File: config.mk
export PLATFORM = sky130hd
export DESIGN_NAME = card_dealer
export DESIGN_NICKNAME = d
export VERILOG_FILES = /design/src/rtl/card_dealer.sv
export SDC_FILE = /design/constraint.sdc
export NUM_CORES = 1
export LEC_CHECK = 0
export ABC_CLOCK_PERIOD_IN_PS = 6800
export CAP_MARGIN = 20
export CORE_MARGIN = 3
export CORE_UTILIZATION = 40
export CTS_BUF_LIST = sky130_fd_sc_hd__clkbuf_4 sky130_fd_sc_hd__clkbuf_8 sky130_fd_sc_hd__clkbuf_16
export DETAILED_ROUTE_END_ITERATION = 10
export GPL_ROUTABILITY_DRIVEN = 0
export GPL_TIMING_DRIVEN = 0
export MAX_ROUTING_LAYER = met4
export PLACE_DENSITY_LB_ADDON = 0.25
export SYNTH_ARGS = -nofsm -noshare
export SYNTH_HDL_FRONTEND = slang
export SYNTH_SLANG_ARGS = --single-unit
File: constraint.sdc
create_clock -name i_clk -period 6.8 [get_ports i_clk]
set_clock_uncertainty 0.05 [all_clocks]
set_input_delay 1.02 -clock i_clk [delete_from_list [all_inputs] [get_ports i_clk]]
set_output_delay 1.02 -clock i_clk [all_outputs]
set_load 0.01 [all_outputs]
File: src/rtl/card_dealer.sv
// Card dealer: captures the 52-card shuffle stream into a local deck, then deals
// cards on a request/valid handshake with rank/suit/points decode. Build with
// DUP_CHECK_EN defined to reject out-of-range or repeated cards during capture.
//
// state   | meaning
// --------+------------------------------------------------------------
// S_LOAD  | capturing upstream cards, shuffle requested
// S_READY | deck captured, serving deal requests
// S_EMPTY | every captured card dealt, held until reset
// S_ERROR | bad capture seen (DUP_CHECK_EN only), held until reset
module card_dealer #(
    parameter int DECK_SIZE     = 52,
    parameter int LOAD_INTERVAL = 4,
    parameter int CARD_W        = 6
) (
    input  logic              i_clk,
    input  logic              i_rst,
    input  logic              i_load_flag,
    input  logic [CARD_W-1:0] i_card_in,
    output logic              o_shuffle_flag,
    input  logic              i_deal_req,
    output logic              o_deal_ready,
    output logic              o_deal_valid,
    output logic [CARD_W-1:0] o_card_out,
    output logic [3:0]        o_card_rank,
    output logic [1:0]        o_card_suit,
    output logic [3:0]        o_card_points,
    output logic [5:0]        o_cards_remaining,
    output logic              o_deck_empty,
    output logic              o_load_err
);

    localparam int PW = 6;
    localparam int TW = (LOAD_INTERVAL > 1) ? $clog2(LOAD_INTERVAL) : 1;

    typedef enum logic [1:0] {
        S_LOAD  = 2'd0,
        S_READY = 2'd1,
        S_EMPTY = 2'd2
`ifdef DUP_CHECK_EN
        , S_ERROR = 2'd3
`endif
    } state_t;

    state_t            r_state;
    logic [PW-1:0]     r_wr_ptr;
    logic [PW-1:0]     r_rd_ptr;
    logic [TW-1:0]     r_ld_tmr;
    logic [CARD_W-1:0] r_deck [DECK_SIZE];

    logic              w_capture;
    logic              w_wr_en;
    logic [CARD_W-1:0] w_rd_code;
    logic [3:0]        w_rank;
    logic [1:0]        w_suit;
    logic [3:0]        w_points;

    // The load timer counts down; a capture happens on its terminal count.
    assign w_capture = (r_state == S_LOAD) && i_load_flag && (r_ld_tmr == '0);

`ifdef DUP_CHECK_EN
    logic [DECK_SIZE-1:0] r_seen;
    logic                 r_load_err;
    logic                 w_bad;

    assign w_bad      = (32'(i_card_in) >= DECK_SIZE) || r_seen[i_card_in];
    assign w_wr_en    = w_capture && !w_bad;
    assign o_load_err = r_load_err;
`else
    assign w_wr_en    = w_capture;
    assign o_load_err = 1'b0;
`endif

    assign w_rd_code = r_deck[r_rd_ptr];
    assign w_suit    = 2'(w_rd_code / CARD_W'(13));
    assign w_rank    = 4'(w_rd_code % CARD_W'(13)) + 4'd1;
    assign w_points  = (w_rank == 4'd1) ? 4'd11 : (w_rank > 4'd10) ? 4'd10 : w_rank;

    always_ff @(posedge i_clk) begin
        if (w_wr_en) begin
            r_deck[r_wr_ptr] <= i_card_in;
        end
    end

    always_ff @(posedge i_clk) begin
        if (i_rst) begin
            r_state           <= S_LOAD;
            r_wr_ptr          <= '0;
            r_rd_ptr          <= '0;
            r_ld_tmr          <= TW'(LOAD_INTERVAL - 1);
            o_shuffle_flag    <= 1'b1;
            o_deal_ready      <= 1'b0;
            o_deal_valid      <= 1'b0;
            o_card_out        <= '0;
            o_card_rank       <= '0;
            o_card_suit       <= '0;
            o_card_points     <= '0;
            o_cards_remaining <= '0;
            o_deck_empty      <= 1'b0;
`ifdef DUP_CHECK_EN
            r_seen            <= '0;
            r_load_err        <= 1'b0;
`endif
        end else begin
            o_deal_valid <= 1'b0;
            case (r_state)
                S_LOAD: begin
                    if (i_load_flag) begin
                        if (r_ld_tmr == '0) begin
                            r_ld_tmr <= TW'(LOAD_INTERVAL - 1);
                        end else begin
                            r_ld_tmr <= r_ld_tmr - 1'b1;
                        end
                    end
                    if (w_wr_en) begin
                        r_wr_ptr          <= r_wr_ptr + 1'b1;
                        o_cards_remaining <= o_cards_remaining + 1'b1;
`ifdef DUP_CHECK_EN
                        r_seen[i_card_in] <= 1'b1;
`endif
                        if (r_wr_ptr == PW'(DECK_SIZE - 1)) begin
                            r_state        <= S_READY;
                            o_shuffle_flag <= 1'b0;
                            o_deal_ready   <= 1'b1;
                        end
                    end
`ifdef DUP_CHECK_EN
                    if (w_capture && w_bad) begin
                        r_state        <= S_ERROR;
                        r_load_err     <= 1'b1;
                        o_shuffle_flag <= 1'b0;
                    end
`endif
                end
                S_READY: begin
                    if (i_deal_req && o_deal_ready) begin
                        o_deal_valid      <= 1'b1;
                        o_card_out        <= w_rd_code;
                        o_card_rank       <= w_rank;
                        o_card_suit       <= w_suit;
                        o_card_points     <= w_points;
                        r_rd_ptr          <= r_rd_ptr + 1'b1;
                        o_cards_remaining <= o_cards_remaining - 1'b1;
                        if (o_cards_remaining == 6'd1) begin
                            r_state      <= S_EMPTY;
                            o_deal_ready <= 1'b0;
                            o_deck_empty <= 1'b1;
                        end
                    end
                end
                default: ;
            endcase
        end
    end

endmodule

# == Word-level counts from Yosys, hierarchy flattened ==
# Memory sizes are Yosys's and may differ from the RTL's. A register that Yosys moved wholly into a read port is not among the register bits.
# Cells that the tools add are included.
# totals
ff_bits,42
ramBits,312
output_inout_bits,27
n_memories,1
# mem_list
memory,words,word_bits,rd,rd_clocked_by_memory_dff,write_ports,line,text
r_deck,52,6,1,1,1,49,logic [CARD_W-1:0] r_deck [DECK_SIZE];
# op_classes
add_sub_neg,6
div_mod_pow,2
order_cmp,1
eq_ne,8
muxes,21
bitwise,1
reduce_logical,14
# op_table
cell,count
two-way mux 6 bit,4
adder 6 x 1 -> 6 bit (second input constant),3
one-hot mux 6 bit (2 select lines),1
two-way mux 2 bit,5
AND reduction 3 bit,3
two-way mux 4 bit,2
two-way mux 1 bit,7
divider 6 x 4 -> 6 bit (second input constant),1
equality test 6 x 1 -> 1 bit (second input constant),1
equality test 6 bit (second input constant),1
remainder unit 6 x 4 -> 6 bit (second input constant),1
!= test 2 bit (second input constant),3
AND reduction 2 bit,3
subtractor 6 x 1 -> 6 bit (second input constant),1
AND reduction 5 bit,1
adder 4 x 1 -> 4 bit (second input constant),1
equality test 4 x 1 -> 1 bit (second input constant),1
greater-than comparator 4 bit (second input constant),1
logical NOT 2 bit,2
one-hot mux 2 bit (2 select lines),1
logical AND 1 bit,3
equality test 2 x 1 -> 1 bit (second input constant),1
!= test 2 x 1 -> 1 bit (second input constant),1
one-hot mux 1 bit (2 select lines),1
other kinds (4),4

# == Logic depth before layout (Yosys ltp) ==
# logic_depth
ltp_word,5
mapped_depth,27
mapped_depth_nobuf,22

# == Least setup slack after synthesis ==
# Ideal clock, no wire load.
# synth_path
path_type,register to register
startpoint,register (tool-made name)
endpoint,register o_card_points[1]
arrival_ps,4967
required_time_ps,6621
path_slack_ps,1654
stages_incl_launch_ff,23
cell_sequence,dfxtp_1 > buf_6 > mux4_2 > mux2_2 > a221oi_2 > o211a_1 > a21oi_1 > mux2i_1 > ha_1 > nand2_1 > a32oi_2 > xnor2_2 > inv_2 > ha_1 > nor2b_1 > o21bai_1 > o21ai_0 > xnor2_1 > inv_1 > ha_1 > xor2_1 > o41ai_1 > a31oi_1
# synth_lines
item,line,text
to (signal assigned),141,o_card_points <= w_points;
to (decl),27,"output logic [3:0] o_card_points,"

==> qor.txt <==
RSZ-0062 raised after global routing = false
Post-Syn Nets = 956
Cells after synthesis = 933
Reg clk slew, reported paths = 60 ps
Number of global-route vias before repair = 8297
Post-CTS Setup Inserts = 0
Post-synth cell types = 74
Drt initial violations = 901
Rows = 70
Detailed Routing Iterations Pass 1 = 5
Nets = 1031
CTS H-tree lvls = 2
Via count = 8433
Worst r2r dst = o_card_points[3]$_SDFFE_PP0P_
Residual DRC = 0
Initial antenna violation count = 0
First-pass GRT wire length = 54300 µm
Die area = 39800 µm²
Area of the mapped netlist = 15000 µm²
Crit share post-route = 92.7%
R2R depth = 23
Async S/R FF share, synth = 0%
Antenna Violating Nets Remaining = 0
Final Hold Fails = 0
Worst Setup End Kind = flop
Chip height = 199 µm
Worst-margin pin slew = 1080 ps
Final Non-Filler Cells = 1501
Total Neg Setup Slack = 0 ps
CTS tree = built
Chip width = 199 µm
Startpoint Class = flop
GRT overflow = 0
Ant. Diodes = 0
Yosys synthesis warning count = 0
Top_reg_cell synth = edfxtp_1
Clk buf depth = 3
Synth top area share = 62.6%
Core Box Area = 36700 µm²
Status = finished, final reports clean
Min Clock Period, post-route = 6300 ps
Vias/cell = 5.62
Cell count of the worst hold path = 2
Crit path max fanout = 10
Largest net degree at the start of global routing = 53
Synth top area cells = edfxtp_1 63%, dfxtp_1 6.3%, mux4_2 5.4%, mux2i_1 4.0%, mux4_1 2.6%
GRT Resource Usage Total = 19.4%
Worst vdd ir = 0.000186 V
Placed Cells = 1435
Top Ports = 37
Port buffer count = 34
Fmax = 0.159 GHz
Pleak = 5.37 nW
Sink Count = 359
Setup Viol. Count Final = 0
Seq cells post-synth = 359
WP data arrival = 6690 ps
Pwr per Cell Area = 262 nW/µm²
Hold Path End = o_deck_empty$_SDFFE_PP0P_
Initial core utilization = 40.8%
HP Class = reg2reg
Layout cells sized above 1 = 15.4%
Worst path required time = 7190 ps
Root Buffer = clkbuf_16
Fin Hold WS = 397 ps
WS Path Type = reg2reg
WL final = 37000 µm
Number of synthesized flops with an enable pin = 312
Yosys top cell by area = edfxtp_1
Max_cap viols = 0
Total CTS buffers = 38
Hold wc startpoint = o_deck_empty$_SDFFE_PP0P_
Reg-to-reg setup timing slack = 500 ps
Detail Placement HPWL = 24300 µm
WL per Instance = 24.6 µm
Register area share after synthesis = 68.9%
Relative max-transition margin = 27.8%
Worst-Skew Late Latency = 530 ps
Area Overhead vs Synth = 14.3%
Avg Cell Area, Syn = 16.0 µm²
Final Slew Violations = 0
-- what timing repair did --
item / in CTS / in global routing
endpoints found under the setup margin: 0 / 5
hold buffers: 0 / 0
resized for setup: 0 / 4
-- logic make-up (layout without fill, tap and decap cells) --
family	after synthesis	in the layout	synth area share, %
and+or+nand+nor	246	246	7.99
DFF	359	359	68.9
AOI/OAI and AO/OA	113	113	5.91
adders and majority gates	13	13	1.09
other	1	1	0.0251
muxes	116	116	12.4
xor gates and xnor gates	19	19	1.16
buffers and inverters	66	166	2.48
-- state kept, by name, indices dropped and copies added (netlist names), named ones only --
name	count
o_card_out	6
o_card_suit	2
o_cards_remaining	6
r_deck	312
r_state	2
r_rd_ptr	6
o_deal_valid	1
o_card_rank	4
r_wr_ptr	6
o_deck_empty	1
o_shuffle_flag	1
o_card_points	4
r_ld_tmr	2
-- cells in the mapped netlist, drive strengths merged (3+ instances only) --
cell,number
edfxtp,312
nor2,102
mux2i,60
mux4,51
nand2,48
dfxtp,47
buf,32
nand3,19
a22oi,17
clkbuf,17
inv,17
a21oi,16
nor2b,14
a211oi,13
ha,13
nand4,12
o21ai,10
xnor2,10
xor2,9
o22ai,8
a31oi,7
and3,7
nand2b,7
nand3b,7
nor3,7
mux2,5
or3b,5
a311oi,4
and2,4
nor4,4
or2,4
a211o,3
a22o,3
a32oi,3
o211ai,3
o221ai,3
or3,3
-- report_power, final --
part | leakage (nW) | internal, W | switching [W]
sequential | 3.18 | 0.00239 | 0.000000991
combinational | 1.58 | 0.00000983 | 0.0000445
clock | 0.605 | 0.00122 | 0.000807
-- how the worst max path moves through the flow --
stage | depth (start not counted) | startpoint | endpoint | slack [ps]
detailed placement | 23 | flop | o_card_points[1]$_SDFFE_PP0P_ | 200
CTS | 25 | flop | o_card_points[1]$_SDFFE_PP0P_ | 160
finish | 23 | flop | o_card_points[3]$_SDFFE_PP0P_ | 500
global placement | 25 | flop | o_card_points[0]$_SDFFE_PP0P_ | 250
floorplan | 22 | flop | o_card_points[1]$_SDFFE_PP0P_ | 1650
global route | 25 | flop | o_card_points[1]$_SDFFE_PP0P_ | 110
-- per-stage QoR --
stage	instance area [µm²]	worst slack (ps)	power (W)	util [%]
finish	17100	499	0.00448	46.6
global route	17100	110	0.00462	46.6
CTS	17100	156	0.00452	46.5
detailed placement	15900	202	0.00250	43.2
global placement	15900	248	0.00250	43.3
floorplan	15000	1650	0.00246	-
-- cell usage in the layout (no fill, tap or decap), types with 14 or more instances in the layout --
cell             count
mux4_1              15
nor2b_1             14
dfxtp_1             47
nand2_1             47
edfxtp_1           312
inv_1               16
mux2i_1             60
clkbuf_1            17
clkbuf_16           39
clkdlybuf4s50_1     28
mux4_2              36
a22oi_1             17
a21oi_1             16
nand3_1             19
nor2_1             102
buf_2               22
-- layout make-up --
type	count	area (µm²)
fill	3071	19600
sequential	359	10300
multi-input combinational	508	4290
clock buffer	52	1080
tap	468	586
timing repair buffer	35	323
buffer	49	309
clock inverter	13	138
inverter	17	63.8
-- worst max-delay path, cell delays in order, from the launching register on --
cell,delay [ps]
dfxtp_1,490
buf_2,420
buf_2,440
mux4_1,390
o221ai_1,220
a21oi_1,160
a211oi_2,630
nor2_1,80
mux2i_1,200
ha_1,320
nand2_1,140
a32oi_2,340
xnor2_2,180
inv_2,90
ha_1,240
nor2b_1,160
o21bai_1,200
o21ai_2,250
xnor2_2,190
inv_1,110
ha_1,250
xnor2_1,320
a21boi_4,110
a211oi_2,220
-- routing by layer --
metal  GRT usage, %  wire, µm  vias up  part of all wire [%]
met5              -         0        -                     0
met4           5.35      1050        0                   2.8
met3           3.34      2350       69                   6.4
met2           30.2     17700      282                    48
met1           26.6     15900     4276                    43
li1               -         -     3806                     -
Power figures use the tool's default switching activity.
